$ cat src/rtl/uart_status_receiver.sv
// Receive side of the alarm status link: 8N1 UART deserialiser plus "STATUS:<WORD>;" frame parser.
// Optional inter-character timeout enabled by defining CMD_TIMEOUT_EN.
module uart_status_receiver #(
  parameter int unsigned CLK_FREQ  = 100000000,
  parameter int unsigned BAUD_RATE = 9600
`ifdef CMD_TIMEOUT_EN
  , parameter int unsigned TMO_BITS = 200
`endif
) (
  input  logic       i_clk,
  input  logic       i_rst_n,
  input  logic       i_rx,
  output logic [7:0] o_byte,
  output logic       o_byte_vld,
  output logic [2:0] o_status,
  output logic       o_valid,
  output logic       o_err,
  output logic       o_busy
);

  localparam int unsigned CPB  = CLK_FREQ / BAUD_RATE;
  localparam int unsigned HALF = CPB / 2;
  localparam int unsigned CW   = $clog2(CPB + 1);

  typedef enum logic [1:0] {R_IDLE, R_START, R_DATA, R_STOP} rx_state_t;
  typedef enum logic [1:0] {P_HUNT, P_PFX, P_PAY, P_DROP} p_state_t;

  rx_state_t       rstate;
  p_state_t        pstate;
  logic            rx_s1, rx_s2, rx_prev;
  logic [CW-1:0]   cnt;
  logic [2:0]      bitn;
  logic [7:0]      shreg;
  logic [2:0]      idx;
  logic [2:0]      len;
  logic [4:0][7:0] pay;
  logic            hit;
  logic [2:0]      code;

`ifdef CMD_TIMEOUT_EN
  localparam int unsigned TMO_CYC = TMO_BITS * CPB;
  localparam int unsigned TW      = $clog2(TMO_CYC + 1);
  logic [TW-1:0] tmo_cnt;
`endif

  // Expected prefix character at each hunt position
  function automatic logic [7:0] pfx_char(input logic [2:0] i);
    case (i)
      3'd0:    pfx_char = "S";
      3'd1:    pfx_char = "T";
      3'd2:    pfx_char = "A";
      3'd3:    pfx_char = "T";
      3'd4:    pfx_char = "U";
      3'd5:    pfx_char = "S";
      default: pfx_char = ":";
    endcase
  endfunction

  // Payload word lookup; only exact-length matches count
  always_comb begin
    hit  = 1'b0;
    code = 3'b000;
    if (len == 3'd4 && {pay[0], pay[1], pay[2], pay[3]} == "OPEN") begin
      hit  = 1'b1;
      code = 3'b001;
    end else if (len == 3'd5 && {pay[0], pay[1], pay[2], pay[3], pay[4]} == "WRONG") begin
      hit  = 1'b1;
      code = 3'b010;
    end else if (len == 3'd4 && {pay[0], pay[1], pay[2], pay[3]} == "LOCK") begin
      hit  = 1'b1;
      code = 3'b100;
    end
  end

  assign o_busy = (pstate != P_HUNT) || (rstate != R_IDLE);

  always_ff @(posedge i_clk or negedge i_rst_n) begin
    if (!i_rst_n) begin
      rx_s1      <= 1'b1;
      rx_s2      <= 1'b1;
      rx_prev    <= 1'b1;
      rstate     <= R_IDLE;
      pstate     <= P_HUNT;
      cnt        <= '0;
      bitn       <= '0;
      shreg      <= '0;
      idx        <= '0;
      len        <= '0;
      pay        <= '0;
      o_byte     <= '0;
      o_byte_vld <= 1'b0;
      o_status   <= '0;
      o_valid    <= 1'b0;
      o_err      <= 1'b0;
`ifdef CMD_TIMEOUT_EN
      tmo_cnt    <= '0;
`endif
    end else begin
      rx_s1      <= i_rx;
      rx_s2      <= rx_s1;
      rx_prev    <= rx_s2;
      o_byte_vld <= 1'b0;
      o_valid    <= 1'b0;
      o_err      <= 1'b0;

      // Bit-level receiver: mid-bit sampling from the synchronised line
      case (rstate)
        R_IDLE: begin
          if (rx_prev && !rx_s2) begin
            rstate <= R_START;
            cnt    <= '0;
          end
        end
        R_START: begin
          if (cnt == CW'(HALF - 1)) begin
            cnt  <= '0;
            bitn <= '0;
            rstate <= rx_s2 ? R_IDLE : R_DATA;
          end else begin
            cnt <= cnt + CW'(1);
          end
        end
        R_DATA: begin
          if (cnt == CW'(CPB - 1)) begin
            cnt   <= '0;
            shreg <= {rx_s2, shreg[7:1]};
            bitn  <= bitn + 3'd1;
            if (bitn == 3'd7) rstate <= R_STOP;
          end else begin
            cnt <= cnt + CW'(1);
          end
        end
        default: begin
          if (cnt == CW'(CPB - 1)) begin
            cnt    <= '0;
            rstate <= R_IDLE;
            if (rx_s2) begin
              o_byte     <= shreg;
              o_byte_vld <= 1'b1;
            end else begin
              o_err  <= 1'b1;
              pstate <= P_HUNT;
              idx    <= '0;
            end
          end else begin
            cnt <= cnt + CW'(1);
          end
        end
      endcase

      // Frame parser, one byte per o_byte_vld
      if (o_byte_vld) begin
        case (pstate)
          P_HUNT, P_PFX: begin
            if (o_byte == pfx_char(idx)) begin
              if (idx == 3'd6) begin
                pstate <= P_PAY;
                idx    <= '0;
                len    <= '0;
              end else begin
                pstate <= P_PFX;
                idx    <= idx + 3'd1;
              end
            end else if (o_byte == "S") begin
              pstate <= P_PFX;
              idx    <= 3'd1;
            end else begin
              pstate <= P_HUNT;
              idx    <= '0;
            end
          end
          P_PAY: begin
            if (o_byte == ";") begin
              pstate <= P_HUNT;
              idx    <= '0;
              if (hit) begin
                o_status <= code;
                o_valid  <= 1'b1;
              end else begin
                o_err <= 1'b1;
              end
            end else if (len == 3'd5) begin
              pstate <= P_DROP;
              o_err  <= 1'b1;
            end else begin
              pay[len] <= o_byte;
              len      <= len + 3'd1;
            end
          end
          default: begin
            if (o_byte == ";") begin
              pstate <= P_HUNT;
              idx    <= '0;
            end
          end
        endcase
      end

`ifdef CMD_TIMEOUT_EN
      // Abandon a stalled partial frame
      if (o_byte_vld || pstate == P_HUNT) begin
        tmo_cnt <= '0;
      end else if (tmo_cnt == TW'(TMO_CYC - 1)) begin
        tmo_cnt <= '0;
        pstate  <= P_HUNT;
        idx     <= '0;
        o_err   <= 1'b1;
      end else begin
        tmo_cnt <= tmo_cnt + TW'(1);
      end
`endif
    end
  end

endmodule

$ cat config.mk
export PLATFORM = sky130hd
export DESIGN_NAME = uart_status_receiver
export DESIGN_NICKNAME = d
export VERILOG_FILES = /design/src/rtl/uart_status_receiver.sv
export SDC_FILE = /design/constraint.sdc
export NUM_CORES = 1
export LEC_CHECK = 0
export ABC_AREA = 1
export BUFFER_PORTS_ARGS = -buffer_cell sky130_fd_sc_hd__buf_2
export CAP_MARGIN = 25
export CORE_MARGIN = 3
export CORE_UTILIZATION = 40
export DETAILED_ROUTE_END_ITERATION = 8
export GPL_TIMING_DRIVEN = 0
export HOLD_SLACK_MARGIN = 0.15
export SLEW_MARGIN = 10
export SYNTH_ARGS = -nofsm -noshare
export SYNTH_HDL_FRONTEND = slang
export SYNTH_SLANG_ARGS = --single-unit
$ cat constraint.sdc
create_clock -name i_clk -period 4.4 [get_ports i_clk]
set_input_delay 0.22 -clock i_clk [delete_from_list [all_inputs] [get_ports i_clk]]
set_output_delay 0.22 -clock i_clk [all_outputs]
set_load 0.1 [all_outputs]
==> results.toml <==
[global_route]
grt_pass1_vias = 4048
grt_usage = 0.193
globalRoute.totalOverflow = 0
antenna_found_initial = 0
grt_pass1_wl_mm = 20.1
grt_max_degree = 58

[yosys]
synth_area_per_cell_um2 = 7.67
ys_seq_area_frac = 0.481
yosysWarningCount = 0
synthArstFlopShare = 1.00
synth-edff-count = 0
ys.flop_type = "dfrtp_1"
syn_nets = 636
synthCells = 626
synth_area_um2 = 4800
synth_seq_cells = 92
yosys.cell_types.count = 34

[power_and_ir_drop]
p_leak_nw = 2.50
ir_worst_vdd_v = 0.000243
power_density_nw_per_um2 = 359

[sta]
finClkSkew_ns = 0.00861
period_minus_slack_ns = 2.22
period_share = 0.504
tightest_slew_ns = 0.741
relSlewSlack = 0.502
setup-tns-final_ns = 0
hold_violations = 0
fin_ws_ns = 2.18
rsz0062_at_grt = "false"
max_freq_mhz = 451
slew_violations = 0
setup_violations = 0

[placed_design]
gp_congestion = 0.935
io_buffer_count = 17
hpwl_mm = 8.73
pre_cts_slack_ns = 2.19

[clocking]
cts_made_buffers = 9
post_cts.resized_instances = 0
cts_sinks = 92
worstSkewPairLatency_ns = 0.35
root_buffer = "clkbuf_16"
post_cts_buffers = 0
path_clk_slew_ns = 0.06
cts_hold_buffers = 2
cts_buffer_depth = 2
h-tree-depth = 3
cts_tree = "built"

[detailed_routing]
met3_wirelength_um = 518
drc_errors = 0
top_layer_used = "met4"
drt_iter0_drc = 302
ant_nets = 0
wl_per_cell_um = 14.6
wl_met1_mm = 5.69
drt-total-wl_mm = 11.8
wl_met2_mm = 5.35
via_per_inst = 5.18
vias = 4166
first_pass_iters = 4

[die]
core-area_um2 = 11600
start_util = 0.415
die_area_um2 = 13300
ios = 18
die-height_um = 116
die_w_um = 116
rows = 39

[layout]
antenna_cells = 0
syn2layout_area_growth_pct = 13.1
final_nets = 667
layout-drive-gt1-share = 0.0982

[setup_path]
critical_path.top_delay_family = "simple AND/OR/NAND/NOR gates"
crit_top_cell = "nand2_1"
worstPathCellList = "buf_2 > nand2_1 > inv_1 > ha_1 > nor2_1 > nand2_1 > a21oi_1 > nand2_1 > nor2_1 > nand2_1 > nand2_1 > nand4_1 > nand2_1 > nand2_1"
required_ns = 4.62
crit_arrival_ns = 2.44
critPathLaunchType = "flop"
rrSetupSlack_ns = 2.18
regToRegEndpoint = "len[0]$_DFFE_PN0P_"
ff2ff_path_depth = 14
critPathSlowestCell = "dfrtp_1"
reg2reg_from = "idx[0]$_DFF_PN0_"
endpoint_kind = "flop"
critPathMaxFanout = 9
crit_type = "flop to flop"
cp_slowest_stage_delay_ns = 0.35
crit_buf_inv = 2

[worst_hold_path]
whs_endpoint = "rx_s2$_DFF_PN1_"
hp-class = "flop to flop"
hold_depth = 0
hp-start = "rx_s1$_DFF_PN1_"

[run_status]
outcome = "finished, final reports clean"

[run]
maxCapViolations = 0
[power by group]
part | switching [mW] | internal [mW] | leakage [nW]
logic | 0.175 | 0.0616 | 1.08
clock network | 0.323 | 0.488 | 0.156
registers | 0.0294 | 0.872 | 1.27
total | 0.527 | 1.42 | 2.50
[synthesized netlist by cell type, drive strengths merged, types with 2 or more instances]
cell type | n | share of area
nand2 | 164 | 0.13
dfrtp | 89 | 0.46
inv | 85 | 0.066
nor2 | 71 | 0.060
o21ai | 61 | 0.064
nand3 | 58 | 0.063
nor3 | 29 | 0.036
nand4 | 20 | 0.030
buf | 9 | 0.013
ha | 7 | 0.018
a21oi | 6 | 0.0063
nor4 | 5 | 0.0065
o21a | 5 | 0.0078
xor2 | 4 | 0.0073
clkbuf | 3 | 0.0026
dfstp | 3 | 0.016
xnor2 | 2 | 0.0037
[cells in the final DEF (no fill, tap or decap), types with 2 or more instances in the layout]
master	n
a21oi_1	6
nand3_2	2
xnor2_1	2
xor2_1	4
inv_1	81
o21ai_1	36
nand4_1	17
nor3_2	3
ha_1	7
clkbuf_1	3
nor2_1	67
nor2_4	2
nand3_1	56
clkbuf_8	3
o21ai_0	25
dfstp_2	3
buf_2	22
clkbuf_16	9
nand2_1	163
nor2_2	2
dfrtp_1	89
nor3_1	25
nor4_1	5
o21a_1	5
buf_6	2
nand4_2	3
dlygate4sd3_1	2
inv_2	4
buf_4	2
[registers in the layout, indices dropped and copies added (netlist names), 2 cells and up]
register,cells
pstate,2
o_byte,8
idx,3
cnt,14
shreg,8
bitn,3
o_status,3
rstate,2
pay,40
len,3
[metal layers]
layer  global-route usage  vias up
met2                0.301       94
met1                0.268     1966
met4               0.0767        0
met5                    0        -
met3               0.0345       17
li1                     -     2089
[kinds of logic after synthesis]
family | synth area share
buffers and inverters | 0.0816
adder cells (fa/ha/maj) | 0.0183
AND/OR/NAND/NOR | 0.328
XOR/XNOR | 0.0110
AO/OA/AOI/OAI | 0.0811
flip-flops | 0.481
[per-stage QoR]
stage	util	power [mW]	hold slack, ns	instances	cell area (um^2)
after floorplan	-	1.08	-0.0756	626	4800
after global placement	0.438	1.14	0.327	786	5060
after detailed placement	0.440	1.15	0.224	787	5090
after CTS	0.469	1.97	0.360	805	5430
after global routing	0.469	2.04	0.363	805	5430
final	0.469	1.95	0.358	805	5430
[cell type report]
type	instances	area, um^2
Sequential cell	92	2310
Fill cell	1130	6140
Inverter	85	319
Timing Repair Buffer	20	135
Buffer	12	72.6
Tap cell	143	179
Clock inverter	3	43.8
Clock buffer	13	270
Multi-Input combinational cell	437	2100
[worst max path at each step]
stage	from	endpoint	slack, ns	cells after the start
floorplan	o_byte[6]$_DFFE_PN0P_	pay[23]$_DFFE_PN0P_	2.06	11
global placement	idx[0]$_DFF_PN0_	len[0]$_DFFE_PN0P_	2.21	14
detailed placement	idx[0]$_DFF_PN0_	len[0]$_DFFE_PN0P_	2.19	14
CTS	idx[0]$_DFF_PN0_	len[0]$_DFFE_PN0P_	2.18	14
global route	idx[0]$_DFF_PN0_	len[0]$_DFFE_PN0P_	1.92	16
finish	idx[0]$_DFF_PN0_	len[0]$_DFFE_PN0P_	2.18	14
No activity file was read; power rests on OpenSTA's default activity.
